===== src/rtl/clock_switch_sequencer.sv =====
// Sequences one-hot clock-select changes: gate the datapath, drain, swap, settle, re-enable.
// Optional macro CLOCK_SEQ_ABORT_EN lets abort cancel a change while draining.
module clock_switch_sequencer #(
    parameter int CLOCK_WIDTH   = 6,
    parameter int DRAIN_CYCLES  = 4,
    parameter int SETTLE_CYCLES = 8
) (
    input  logic                   wb_clk_i,
    input  logic                   reset,
    input  logic                   req_valid,
    input  logic [CLOCK_WIDTH-1:0] req_sel,
    output logic                   req_ready,
    input  logic                   en_req,
    input  logic                   abort,
    output logic [CLOCK_WIDTH-1:0] clock_sel,
    output logic                   switch,
    output logic                   busy,
    output logic                   done_irq,
    output logic                   err_irq
);
    localparam int MAXC = (DRAIN_CYCLES > SETTLE_CYCLES) ? DRAIN_CYCLES : SETTLE_CYCLES;
    localparam int CW   = $clog2(MAXC + 1);
    localparam logic [CLOCK_WIDTH-1:0] SEL_ONE = CLOCK_WIDTH'(1);

    typedef enum logic [1:0] {IDLE, DRAIN, SWAP, SETTLE} state_t;

    state_t                 state_q, state_d;
    logic [CW-1:0]          cnt_q, cnt_d;
    logic [CLOCK_WIDTH-1:0] pend_q, pend_d;
    logic [CLOCK_WIDTH-1:0] sel_q, sel_d;
    logic                   done_q, done_d;
    logic                   err_q, err_d;
    logic                   one_hot;

`ifndef CLOCK_SEQ_ABORT_EN
    logic abort_unused;
    assign abort_unused = abort;
`endif

    assign one_hot = (req_sel != '0) && ((req_sel & (req_sel - SEL_ONE)) == '0);

    always_comb begin
        state_d = state_q;
        cnt_d   = cnt_q;
        pend_d  = pend_q;
        sel_d   = sel_q;
        done_d  = 1'b0;
        err_d   = 1'b0;
        case (state_q)
            IDLE: begin
                if (req_valid) begin
                    if (!one_hot) begin
                        err_d = 1'b1;
                    end else if (req_sel == sel_q) begin
                        done_d = 1'b1;
                    end else begin
                        pend_d  = req_sel;
                        cnt_d   = CW'(DRAIN_CYCLES - 1);
                        state_d = DRAIN;
                    end
                end
            end
            DRAIN: begin
`ifdef CLOCK_SEQ_ABORT_EN
                if (abort) begin
                    state_d = IDLE;
                    pend_d  = '0;
                    err_d   = 1'b1;
                end else
`endif
                if (cnt_q == '0) state_d = SWAP;
                else             cnt_d   = cnt_q - CW'(1);
            end
            SWAP: begin
                sel_d   = pend_q;
                cnt_d   = CW'(SETTLE_CYCLES - 1);
                state_d = SETTLE;
            end
            SETTLE: begin
                if (cnt_q == '0) begin
                    state_d = IDLE;
                    pend_d  = '0;
                    done_d  = 1'b1;
                end else begin
                    cnt_d = cnt_q - CW'(1);
                end
            end
            default: state_d = IDLE;
        endcase
    end

    always_ff @(posedge wb_clk_i) begin
        if (reset) begin
            state_q <= IDLE;
            cnt_q   <= '0;
            pend_q  <= '0;
            sel_q   <= SEL_ONE;
            done_q  <= 1'b0;
            err_q   <= 1'b0;
        end else begin
            state_q <= state_d;
            cnt_q   <= cnt_d;
            pend_q  <= pend_d;
            sel_q   <= sel_d;
            done_q  <= done_d;
            err_q   <= err_d;
        end
    end

    // Enable follows en_req only while idle; it never depends on req_valid.
    assign req_ready = (state_q == IDLE);
    assign busy      = (state_q != IDLE);
    assign switch    = en_req && (state_q == IDLE) && !reset;
    assign clock_sel = sel_q;
    assign done_irq  = done_q;
    assign err_irq   = err_q;
endmodule


===== config.mk =====
export PLATFORM = sky130hd
export DESIGN_NAME = clock_switch_sequencer
export DESIGN_NICKNAME = d
export VERILOG_FILES = /design/src/rtl/clock_switch_sequencer.sv
export SDC_FILE = /design/constraint.sdc
export NUM_CORES = 1
export LEC_CHECK = 0
export CORE_MARGIN = 3
export CORE_UTILIZATION = 45
export CTS_BUF_LIST = sky130_fd_sc_hd__clkbuf_8
export DETAILED_ROUTE_END_ITERATION = 8
export GPL_ROUTABILITY_DRIVEN = 0
export PLACE_DENSITY = 0.7
export SLEW_MARGIN = 15
export SYNTH_ARGS = -nofsm -noshare
export SYNTH_HDL_FRONTEND = slang
export SYNTH_SLANG_ARGS = --single-unit

===== constraint.sdc =====
create_clock -name wb_clk_i -period 4.2 [get_ports wb_clk_i]
set_clock_uncertainty 0.1 [all_clocks]
set_input_delay 0.84 -clock wb_clk_i [delete_from_list [all_inputs] [get_ports wb_clk_i]]
set_output_delay 0.84 -clock wb_clk_i [all_outputs]
set_load 0.1 [all_outputs]

==> results of run 1 <==
layout make-up:
class | instances | area share
Tap cell | 30 | 0.0254
Multi-Input combinational cell | 102 | 0.519
Sequential cell | 20 | 0.271
Clock buffer | 3 | 0.0280
Timing Repair Buffer | 21 | 0.137
Inverter | 7 | 0.0187
cell usage in the layout (no fill, tap or decap), types with 2 or more instances in the layout:
cell type | synthesis | final
sky130_fd_sc_hd__nor3b_1 | 5 | 4
sky130_fd_sc_hd__nor2_1 | 16 | 16
sky130_fd_sc_hd__nor3_1 | 5 | 5
sky130_fd_sc_hd__a31oi_1 | 3 | 3
sky130_fd_sc_hd__nor4_1 | 2 | 2
sky130_fd_sc_hd__o21ai_0 | 4 | 4
sky130_fd_sc_hd__nor2b_1 | 2 | 2
sky130_fd_sc_hd__clkbuf_8 | 0 | 3
sky130_fd_sc_hd__xnor2_1 | 6 | 6
sky130_fd_sc_hd__ha_1 | 5 | 5
sky130_fd_sc_hd__buf_4 | 0 | 3
sky130_fd_sc_hd__inv_1 | 6 | 6
sky130_fd_sc_hd__nand2b_1 | 8 | 8
sky130_fd_sc_hd__or3b_2 | 5 | 5
sky130_fd_sc_hd__dfxtp_1 | 20 | 20
sky130_fd_sc_hd__mux2i_1 | 12 | 12
sky130_fd_sc_hd__a21oi_1 | 3 | 3
sky130_fd_sc_hd__nand2_1 | 4 | 4
sky130_fd_sc_hd__o21a_1 | 2 | 2
sky130_fd_sc_hd__clkdlybuf4s50_1 | 0 | 18
sky130_fd_sc_hd__nand4_1 | 2 | 2
state kept, by name (all words and copies together) (netlist names):
signal and cells:
clock_sel 6, cnt_q 4, pend_q 6, state_q 2, err_irq 1, done_irq 1
cell families after synthesis:
kind of cell               count (synthesis)
and+or+nand+nor                           53
AOI/OAI and AO/OA                         25
DFF                                       20
buffers and inverters                     12
muxes                                     12
xor gates and xnor gates                   7
adders and majority gates                  5
critical path: stages (launching register included):
cell                              delay, ps
sky130_fd_sc_hd__dfxtp_1                380
sky130_fd_sc_hd__inv_1                  160
sky130_fd_sc_hd__ha_1                   340
sky130_fd_sc_hd__clkdlybuf4s50_1       1190
power groups by stage:
| stage | clock network (mW) | logic, mW | registers, mW |
|---|---|---|---|
| 2_1_floorplan | 0 | 0.301 | 0.273 |
| 3_3_place_gp | 0 | 0.399 | 0.251 |
| 3_5_place_dp | 0 | 0.405 | 0.253 |
| 4_1_cts | 0.129 | 0.407 | 0.249 |
| 5_1_grt | 0.135 | 0.438 | 0.256 |
| 6_report | 0.123 | 0.407 | 0.248 |
worst paths after layout:
kind / end / depth (start not counted)
worst min-delay path: clock_sel[0] / 1
worst max-delay path: req_ready / 3
worst min register to register: clock_sel[0] / 1
worst max register to register: pend_q[1] / 7
stage by stage:
stage | worst slack, ps | hold WS [ps] | utilization | cell area (um^2) | instances
floorplan | 72.5 | 337 | - | 1210 | 134
global placement | 1230 | 344 | 0.574 | 1430 | 180
detailed placement | 1220 | 352 | 0.574 | 1430 | 180
CTS | 932 | 378 | 0.590 | 1480 | 183
global route | 819 | 403 | 0.590 | 1480 | 183
finish | 929 | 373 | 0.590 | 1480 | 183
per-layer routing:
metal	global-route usage	part of all wire	vias to the layer above
met5	0	0	-
met4	0.0894	0.026	0
met3	0.0334	0.037	6
met2	0.298	0.48	23
met1	0.214	0.45	479
li1	-	-	519
==> results.py, run 1 <==
metrics = {
    "critical_path": {
        "critical_path.max_fanout": 8,
        "setup_slack_reg_to_reg_ps": 2100,
        "worstSetupEndpointType": "output port",
        "worstSetupStartpoint": "state_q[0]",
        "reg2reg_from": "cnt_q[1]",
        "cp.arrival_ps": 2330,
        "cp_data_required_time_ps": 3260,
        "timing.setup.critical_path_class": "reg2out",
        "critical_path.startpoint_type": "register",
    },
    "synthesis": {
        "postSynthAreaPerCell_um2": 8.96,
        "netlist_top_cells_count": "sky130_fd_sc_hd__dfxtp_1, sky130_fd_sc_hd__nor2_1, sky130_fd_sc_hd__mux2i_1",
        "synth-compound-area-share": 0.174,
        "synth_cell_type_count": 39,
        "combinational_family_with_the_most_area_after_synthesis": "simple AND/OR/NAND/NOR gates",
        "netlist_area_um2": 1200,
        "post_synth_fa_ha_maj_area_fraction": 0.0521,
        "postSynthRegisterBits": 20,
        "synthesis.yosys.warnings": 0,
        "post-synth-top-area-fraction": 0.333,
        "synth_cells": 134,
        "synth.area.mux_share": 0.100,
        "synth.top_cells.by_area": "sky130_fd_sc_hd__dfxtp_1, sky130_fd_sc_hd__mux2i_1, sky130_fd_sc_hd__ha_1",
        "yosysTopAreaCell": "sky130_fd_sc_hd__dfxtp_1",
        "synth-xor-area-share": 0.0510,
        "synth_sequential_area_ratio": 0.333,
        "synth-main-ff-cell": "sky130_fd_sc_hd__dfxtp_1",
        "post_synth_edffs": 0,
        "post_synthesis_async_set_or_reset_flop_share": 0,
        "number_of_nets_produced_by_synthesis": 150,
        "synth-simple-area-share": 0.251,
        "synthMostInstantiatedCell": "sky130_fd_sc_hd__dfxtp_1",
    },
    "clock_network": {
        "clock_tree.buffer_depth": 2,
        "post_cts_hold_buffer_count": 0,
        "root_buffer": "sky130_fd_sc_hd__clkbuf_8",
        "clock_sinks": 20,
        "insertion_delay_ps": 250,
        "post-cts-setup-buffers": 0,
        "clock_tree.htree_level_count": 1,
        "cts_buffers": 3,
        "ctsResizeCount": 0,
        "cts_tree": "done",
        "cts.reportedPaths.clkPinSlew_ps": 70,
    },
    "power": {
        "leakagePower_nw": 0.519,
        "pwr-share-clk": 0.158,
        "power_report.internal_total_uw": 432,
        "vdd_ir_drop_max_mv": 0.365,
        "power.density_cell_area_nw_per_um2": 528,
        "netSwitchingFraction": 0.445,
        "fin_total_pwr_uw": 778,
        "switchingPower_uw": 347,
        "seq_power_share": 0.319,
        "power_frac_comb": 0.523,
    },
    "route": {
        "drc_errors": 0,
        "post_route_antenna_net_violation_count": 0,
        "route.detailed.wl_per_inst_um": 14.3,
        "drt_first_pass_iters": 4,
        "detail_route.vias_per_cell": 5.61,
        "route.vias.total": 1027,
        "route.final.wire_length_um": 2620,
        "first_iter_violations": 18,
    },
    "global_routing": {
        "grtUsageTotal": 0.177,
        "via_count_of_the_first_global_routing_pass": 1031,
        "grt_first_pass_wirelength_um": 4560,
        "grt_antenna_before_repair": 0,
        "grt-ovfl-total": 0,
        "grt_max_degree": 30,
    },
    "timing": {
        "min_period_over_period": 0.779,
        "fin_tns_setup_ps": 0,
        "grt_setup_unrepaired": "false",
        "final.min_clock_period_ps": 3270,
        "tightestPinTransition_ps": 975,
        "slew_headroom": 0.348,
        "max_slew_violations": 0,
        "max_freq_mhz": 306,
        "setup_viol": 0,
        "hold_viol_final": 0,
    },
    "floorplan": {
        "placement_rows": 18,
        "fp.dieArea_um2": 3330,
        "initial_utilization": 0.480,
        "die_x_um": 57.7,
        "die_height_um": 57.7,
        "floorplan.io_pins": 22,
        "floorplan.core_area_um2": 2500,
    },
    "layout": {
        "area.sequential_um2": 400,
        "num_antenna_cells": 0,
        "nets": 171,
        "area_occupied_by_multi_input_gates_um2": 766,
        "drive_gt1_frac": 0.124,
        "synthToLayoutAreaGrowth_pct": 22.8,
        "final.fill_count": 231,
    },
    "worst_hold_path": {
        "hold_path_class": "reg2reg",
        "worst_hold_startpoint": "pend_q[0]",
    },
    "job": {
        "max-cap-violations": 0,
    },
    "outcome": {
        "status": "finished, final reports clean",
    },
    "placement": {
        "dp_hpwl_um": 2000,
        "place.port_buffers": 20,
    },
}
(Power assumes the default switching activity.)
==> run 2: changes to the inputs <==
==> constraint.sdc (replaced) <==
create_clock -name wb_clk_i -period 3.28 [get_ports wb_clk_i]
set_clock_uncertainty 0.1 [all_clocks]
set_input_delay 0.656 -clock wb_clk_i [delete_from_list [all_inputs] [get_ports wb_clk_i]]
set_output_delay 0.656 -clock wb_clk_i [all_outputs]
set_load 0.1 [all_outputs]
==> results.py, run 2 (synthesis results as in run 1) <==
metrics = {
    "outcome": {
        "status": "finished, final reports clean",
    },
    "clock_network": {
        "root_buffer": "sky130_fd_sc_hd__clkbuf_8",
        "post-cts-setup-buffers": 0,
        "clock_tree.htree_level_count": 1,
        "ctsResizeCount": 0,
        "cts.reportedPaths.clkPinSlew_ps": 80,
        "clock_tree.buffer_depth": 2,
        "cts_buffers": 3,
        "cts_tree": "done",
        "clock_sinks": 20,
        "post_cts_hold_buffer_count": 0,
        "insertion_delay_ps": 250,
    },
    "timing": {
        "max_freq_mhz": 405,
        "setup_viol": 0,
        "hold_viol_final": 0,
        "max_slew_violations": 0,
        "slew_headroom": 0.694,
        "fin_tns_setup_ps": 0,
        "tightestPinTransition_ps": 459,
        "grt_setup_unrepaired": "false",
        "min_period_over_period": 0.753,
        "final.min_clock_period_ps": 2470,
    },
    "global_routing": {
        "via_count_of_the_first_global_routing_pass": 1097,
        "grt_first_pass_wirelength_um": 4640,
        "grt_max_degree": 29,
        "grt-ovfl-total": 0,
        "grt_antenna_before_repair": 0,
        "grtUsageTotal": 0.176,
    },
    "route": {
        "route.detailed.wl_per_inst_um": 14.6,
        "route.vias.total": 1049,
        "detail_route.vias_per_cell": 5.70,
        "post_route_antenna_net_violation_count": 0,
        "route.final.wire_length_um": 2680,
        "drt_first_pass_iters": 4,
        "drc_errors": 0,
        "first_iter_violations": 27,
    },
    "critical_path": {
        "worstSetupEndpointType": "output port",
        "critical_path.startpoint_type": "register",
        "critical_path_buf_inv_count": 3,
        "cp_slowest_stage_delay_ps": 390,
        "cp_cell_sequence": "inv_1, ha_2, clkinv_4, nor3b_4, buf_12",
        "cp_data_required_time_ps": 2520,
        "cpLargestDelayFamily": "buffers and inverters",
        "critical_path.max_fanout": 8,
        "cp_slowest_cell": "sky130_fd_sc_hd__dfxtp_1",
        "cp.arrival_ps": 1710,
        "timing.setup.critical_path_class": "reg2out",
    },
    "floorplan": {
        "die_height_um": 57.7,
        "placement_rows": 18,
        "fp.dieArea_um2": 3330,
        "die_x_um": 57.7,
        "floorplan.core_area_um2": 2500,
        "floorplan.io_pins": 22,
        "initial_utilization": 0.480,
    },
    "layout": {
        "final_cell_area_um2": 1490,
        "final_cell_mix": "sky130_fd_sc_hd__dfxtp_1, sky130_fd_sc_hd__nor2_1, sky130_fd_sc_hd__mux2i_1, sky130_fd_sc_hd__buf_4, sky130_fd_sc_hd__clkdlybuf4s50_1",
        "area.sequential_um2": 400,
        "drive_gt1_frac": 0.195,
        "final.fill_count": 241,
        "final_common_cell": "sky130_fd_sc_hd__dfxtp_1",
        "area_occupied_by_multi_input_gates_um2": 768,
        "synthToLayoutAreaGrowth_pct": 23.6,
        "num_antenna_cells": 0,
        "nets": 171,
    },
    "placement": {
        "place.port_buffers": 20,
        "dpl_cell_area_um2": 1430,
        "dp_hpwl_um": 2010,
    },
    "power": {
        "seq_power_share": 0.307,
        "fin_total_pwr_mw": 1.04,
        "netSwitchingFraction": 0.439,
        "leakagePower_nw": 0.543,
        "power_report.internal_total_uw": 584,
        "pwr-share-clk": 0.182,
        "switchingPower_uw": 457,
        "power_frac_comb": 0.511,
        "vdd_ir_drop_max_mv": 0.604,
        "power.density_cell_area_nw_per_um2": 701,
    },
    "worst_hold_path": {
        "hold_path_class": "reg2reg",
    },
    "job": {
        "max-cap-violations": 0,
    },
}
-- run 2: cell types whose count changed in the layout (fill, tap and decap cells not counted) --
cell and delta:
sky130_fd_sc_hd__ha_1 -1, sky130_fd_sc_hd__ha_2 +1, sky130_fd_sc_hd__clkbuf_8 +1, sky130_fd_sc_hd__clkinv_2 -1
sky130_fd_sc_hd__clkinv_4 +1, sky130_fd_sc_hd__buf_12 +1, sky130_fd_sc_hd__buf_4 +8, sky130_fd_sc_hd__clkdlybuf4s50_1 -9
-- run 2: metrics by stage --
step	setup slack [ps]	cells	util	hold slack [ps]
after floorplan	107	134	-	337
after global placement	692	180	0.572	347
after detailed placement	707	180	0.572	365
after CTS	814	184	0.594	381
after global routing	712	184	0.594	390
final	809	184	0.594	377
-- run 2: final timing paths --
| kind | start | slack [ps] | cells after the start | end |
|---|---|---|---|---|
| worst max-delay path | state_q[0] | 810 | 5 | switch |
| worst min-delay path | pend_q[5] | 380 | 2 | pend_q[5] |
| worst max register to register | cnt_q[1] | 1170 | 7 | pend_q[3] |
| worst min register to register | pend_q[5] | 380 | 2 | pend_q[5] |
-- run 2: area by class of cell --
type / instances / share of cell area
Multi-Input combinational cell: 102 / 0.517
Clock buffer: 4 / 0.0371
Inverter: 7 / 0.0211
Tap cell: 30 / 0.0253
Timing Repair Buffer: 21 / 0.130
Sequential cell: 20 / 0.270
-- run 2: routing by layer --
| metal | part of all wire | vias to the layer above | wire length (um) | global-route usage |
|---|---|---|---|---|
| met5 | 0 | - | 0 | 0 |
| met4 | 0.018 | 0 | 49 | 0.0894 |
| met3 | 0.030 | 6 | 80 | 0.0290 |
| met2 | 0.51 | 19 | 1370 | 0.327 |
| met1 | 0.44 | 506 | 1180 | 0.190 |
| li1 | - | 518 | - | - |
-- run 2: worst reg2reg max path: cells and delay by family (launching register included) --
family | cells | cell delay (ps)
multiplexers | 1 | 220
flip-flops | 1 | 330
AND/OR/NAND/NOR | 1 | 430
adder cells (fa/ha/maj) | 1 | 290
AO/OA/AOI/OAI | 3 | 560
buffers and inverters | 1 | 100
-- run 2: power by group through the flow --
stage                     combinational (mW)  sequential, mW  clock (mW)
after floorplan                        0.392           0.350           0
after global placement                 0.519           0.322           0
after detailed placement               0.530           0.325           0
after CTS                              0.532           0.319       0.200
after global routing                   0.573           0.325       0.207
final                                  0.532           0.319       0.190
==> run 3: changes to the inputs <==
==> constraint.sdc (replaced) <==
create_clock -name wb_clk_i -period 2.41 [get_ports wb_clk_i]
set_clock_uncertainty 0.1 [all_clocks]
set_input_delay 0.482 -clock wb_clk_i [delete_from_list [all_inputs] [get_ports wb_clk_i]]
set_output_delay 0.482 -clock wb_clk_i [all_outputs]
set_load 0.1 [all_outputs]
==> results.py, run 3 (synthesis results as in run 1) <==
metrics = {
    "clock_network": {
        "root_buffer": "sky130_fd_sc_hd__clkbuf_8",
        "post_cts_hold_buffer_count": 0,
        "clock_tree.buffer_depth": 2,
        "cts_buffers": 3,
        "ctsResizeCount": 0,
        "cts.reportedPaths.clkPinSlew_ps": 70,
        "clock_sinks": 20,
        "insertion_delay_ps": 260,
        "post-cts-setup-buffers": 0,
        "cts_tree": "done",
        "clock_tree.htree_level_count": 1,
    },
    "layout": {
        "area_occupied_by_multi_input_gates_um2": 778,
        "final_cell_area_um2": 1570,
        "nets": 173,
        "final_core_utilization": 0.627,
        "synthToLayoutAreaGrowth_pct": 30.4,
        "drive_gt1_frac": 0.231,
        "area.sequential_um2": 405,
        "final_cell_mix": "sky130_fd_sc_hd__dfxtp_1, sky130_fd_sc_hd__nor2_1, sky130_fd_sc_hd__mux2i_1, sky130_fd_sc_hd__buf_4, sky130_fd_sc_hd__clkdlybuf4s50_1",
        "final_common_cell": "sky130_fd_sc_hd__dfxtp_1",
        "final.fill_count": 218,
        "num_antenna_cells": 0,
    },
    "critical_path": {
        "crit-reg2reg-capture": "pend_q[3]",
        "reg2reg_from": "cnt_q[1]",
        "critical_path.startpoint_type": "input pin",
        "worstSetupStartpoint": "req_sel[1]",
        "cp_slowest_stage_delay_ps": 510,
        "timing.setup.critical_path_class": "in2reg",
        "cp_cell_sequence": "clkdlybuf4s50_1, nor3b_1, o31ai_1, nand2_1, a31oi_1, mux2i_1",
        "worst-r2r-cell-count": 7,
        "worstSetupEndpointType": "register",
        "cp.arrival_ps": 2230,
        "critical_path.max_fanout": 6,
        "cp_data_required_time_ps": 2480,
        "setup_slack_reg_to_reg_ps": 280,
        "worstSetupEndpoint": "state_q[1]",
        "cp_slowest_cell": "sky130_fd_sc_hd__clkdlybuf4s50_1",
    },
    "worst_hold_path": {
        "hold_path_class": "reg2reg",
    },
    "route": {
        "route.final.wire_length_um": 2780,
        "route.vias.total": 1034,
        "first_iter_violations": 32,
        "detail_route.vias_per_cell": 5.56,
        "drc_errors": 0,
        "route.detailed.wl_per_inst_um": 14.9,
        "drt_first_pass_iters": 4,
        "post_route_antenna_net_violation_count": 0,
    },
    "global_routing": {
        "globalRouteMet2Util": 0.302,
        "grt_use_met1": 0.221,
        "grt_first_pass_wirelength_um": 4640,
        "gr-max-usage-layer": "met2",
        "grt-ovfl-total": 0,
        "grt_antenna_before_repair": 0,
        "grtUsageTotal": 0.181,
        "grt_use_met3": 0.0334,
        "grt_max_degree": 29,
        "via_count_of_the_first_global_routing_pass": 1002,
    },
    "timing": {
        "slew_headroom": 0.694,
        "fin_tns_setup_ps": 0,
        "setup_viol": 0,
        "tightestPinTransition_ps": 459,
        "min_period_over_period": 0.897,
        "hold_slack_ps": 375,
        "hold_viol_final": 0,
        "max_slew_violations": 0,
        "max_freq_mhz": 462,
        "final.min_clock_period_ps": 2160,
        "grt_setup_unrepaired": "false",
    },
    "power": {
        "power.density_cell_area_nw_per_um2": 1010,
        "vdd_ir_drop_max_mv": 0.755,
        "fin_total_pwr_mw": 1.58,
        "leakagePower_nw": 0.575,
    },
    "floorplan": {
        "floorplan.io_pins": 22,
        "die_height_um": 57.7,
        "fp.dieArea_um2": 3330,
        "initial_utilization": 0.480,
        "floorplan.core_area_um2": 2500,
        "placement_rows": 18,
        "die_x_um": 57.7,
    },
    "job": {
        "max-cap-violations": 0,
    },
    "placement": {
        "dp_hpwl_um": 2080,
        "dpl_cell_area_um2": 1500,
        "place.port_buffers": 20,
    },
    "outcome": {
        "status": "finished, final reports clean",
    },
}
[run 3: layer usage]
layer	share of wire	vias to the layer above
li1	-	523
met1	0.46	487
met2	0.48	18
met3	0.035	6
met4	0.024	0
met5	0	-
[run 3: critical path: cells and delay by family]
kind,cells,cell delay (ps)
compound gates,2,600
buf+inv,1,510
simple gates,2,370
mux,1,270
[run 3: area by class of cell]
cell class | instances | share of cell area
timing repair buffer | 23 | 0.149
sequential | 20 | 0.259
clock inverter | 1 | 0.0192
multi-input combinational | 102 | 0.497
inverter | 7 | 0.0264
clock buffer | 3 | 0.0264
tap | 30 | 0.0240
[run 3: power by group]
part,switching (mW),internal (mW)
clock,0.117,0.222
combinational,0.485,0.321
sequential,0.0488,0.391
total,0.651,0.934
[run 3: how the worst min path moves through the flow]
stage              start      endpoint  depth (start not counted)
6_report       pend_q[0]     pend_q[0]                          2
5_1_grt        pend_q[1]     pend_q[1]                          2
4_1_cts        pend_q[0]     pend_q[0]                          2
3_5_place_dp   pend_q[0]  clock_sel[0]                          1
3_3_place_gp   pend_q[0]  clock_sel[0]                          1
2_1_floorplan  pend_q[0]  clock_sel[0]                          1
[run 3: through the flow]
stage | setup slack (ps) | instances
after detailed placement | -19.0 | 182
after global placement | 50.0 | 182
after floorplan | -101 | 134
after CTS | 255 | 186
after global routing | 130 | 186
final | 248 | 186
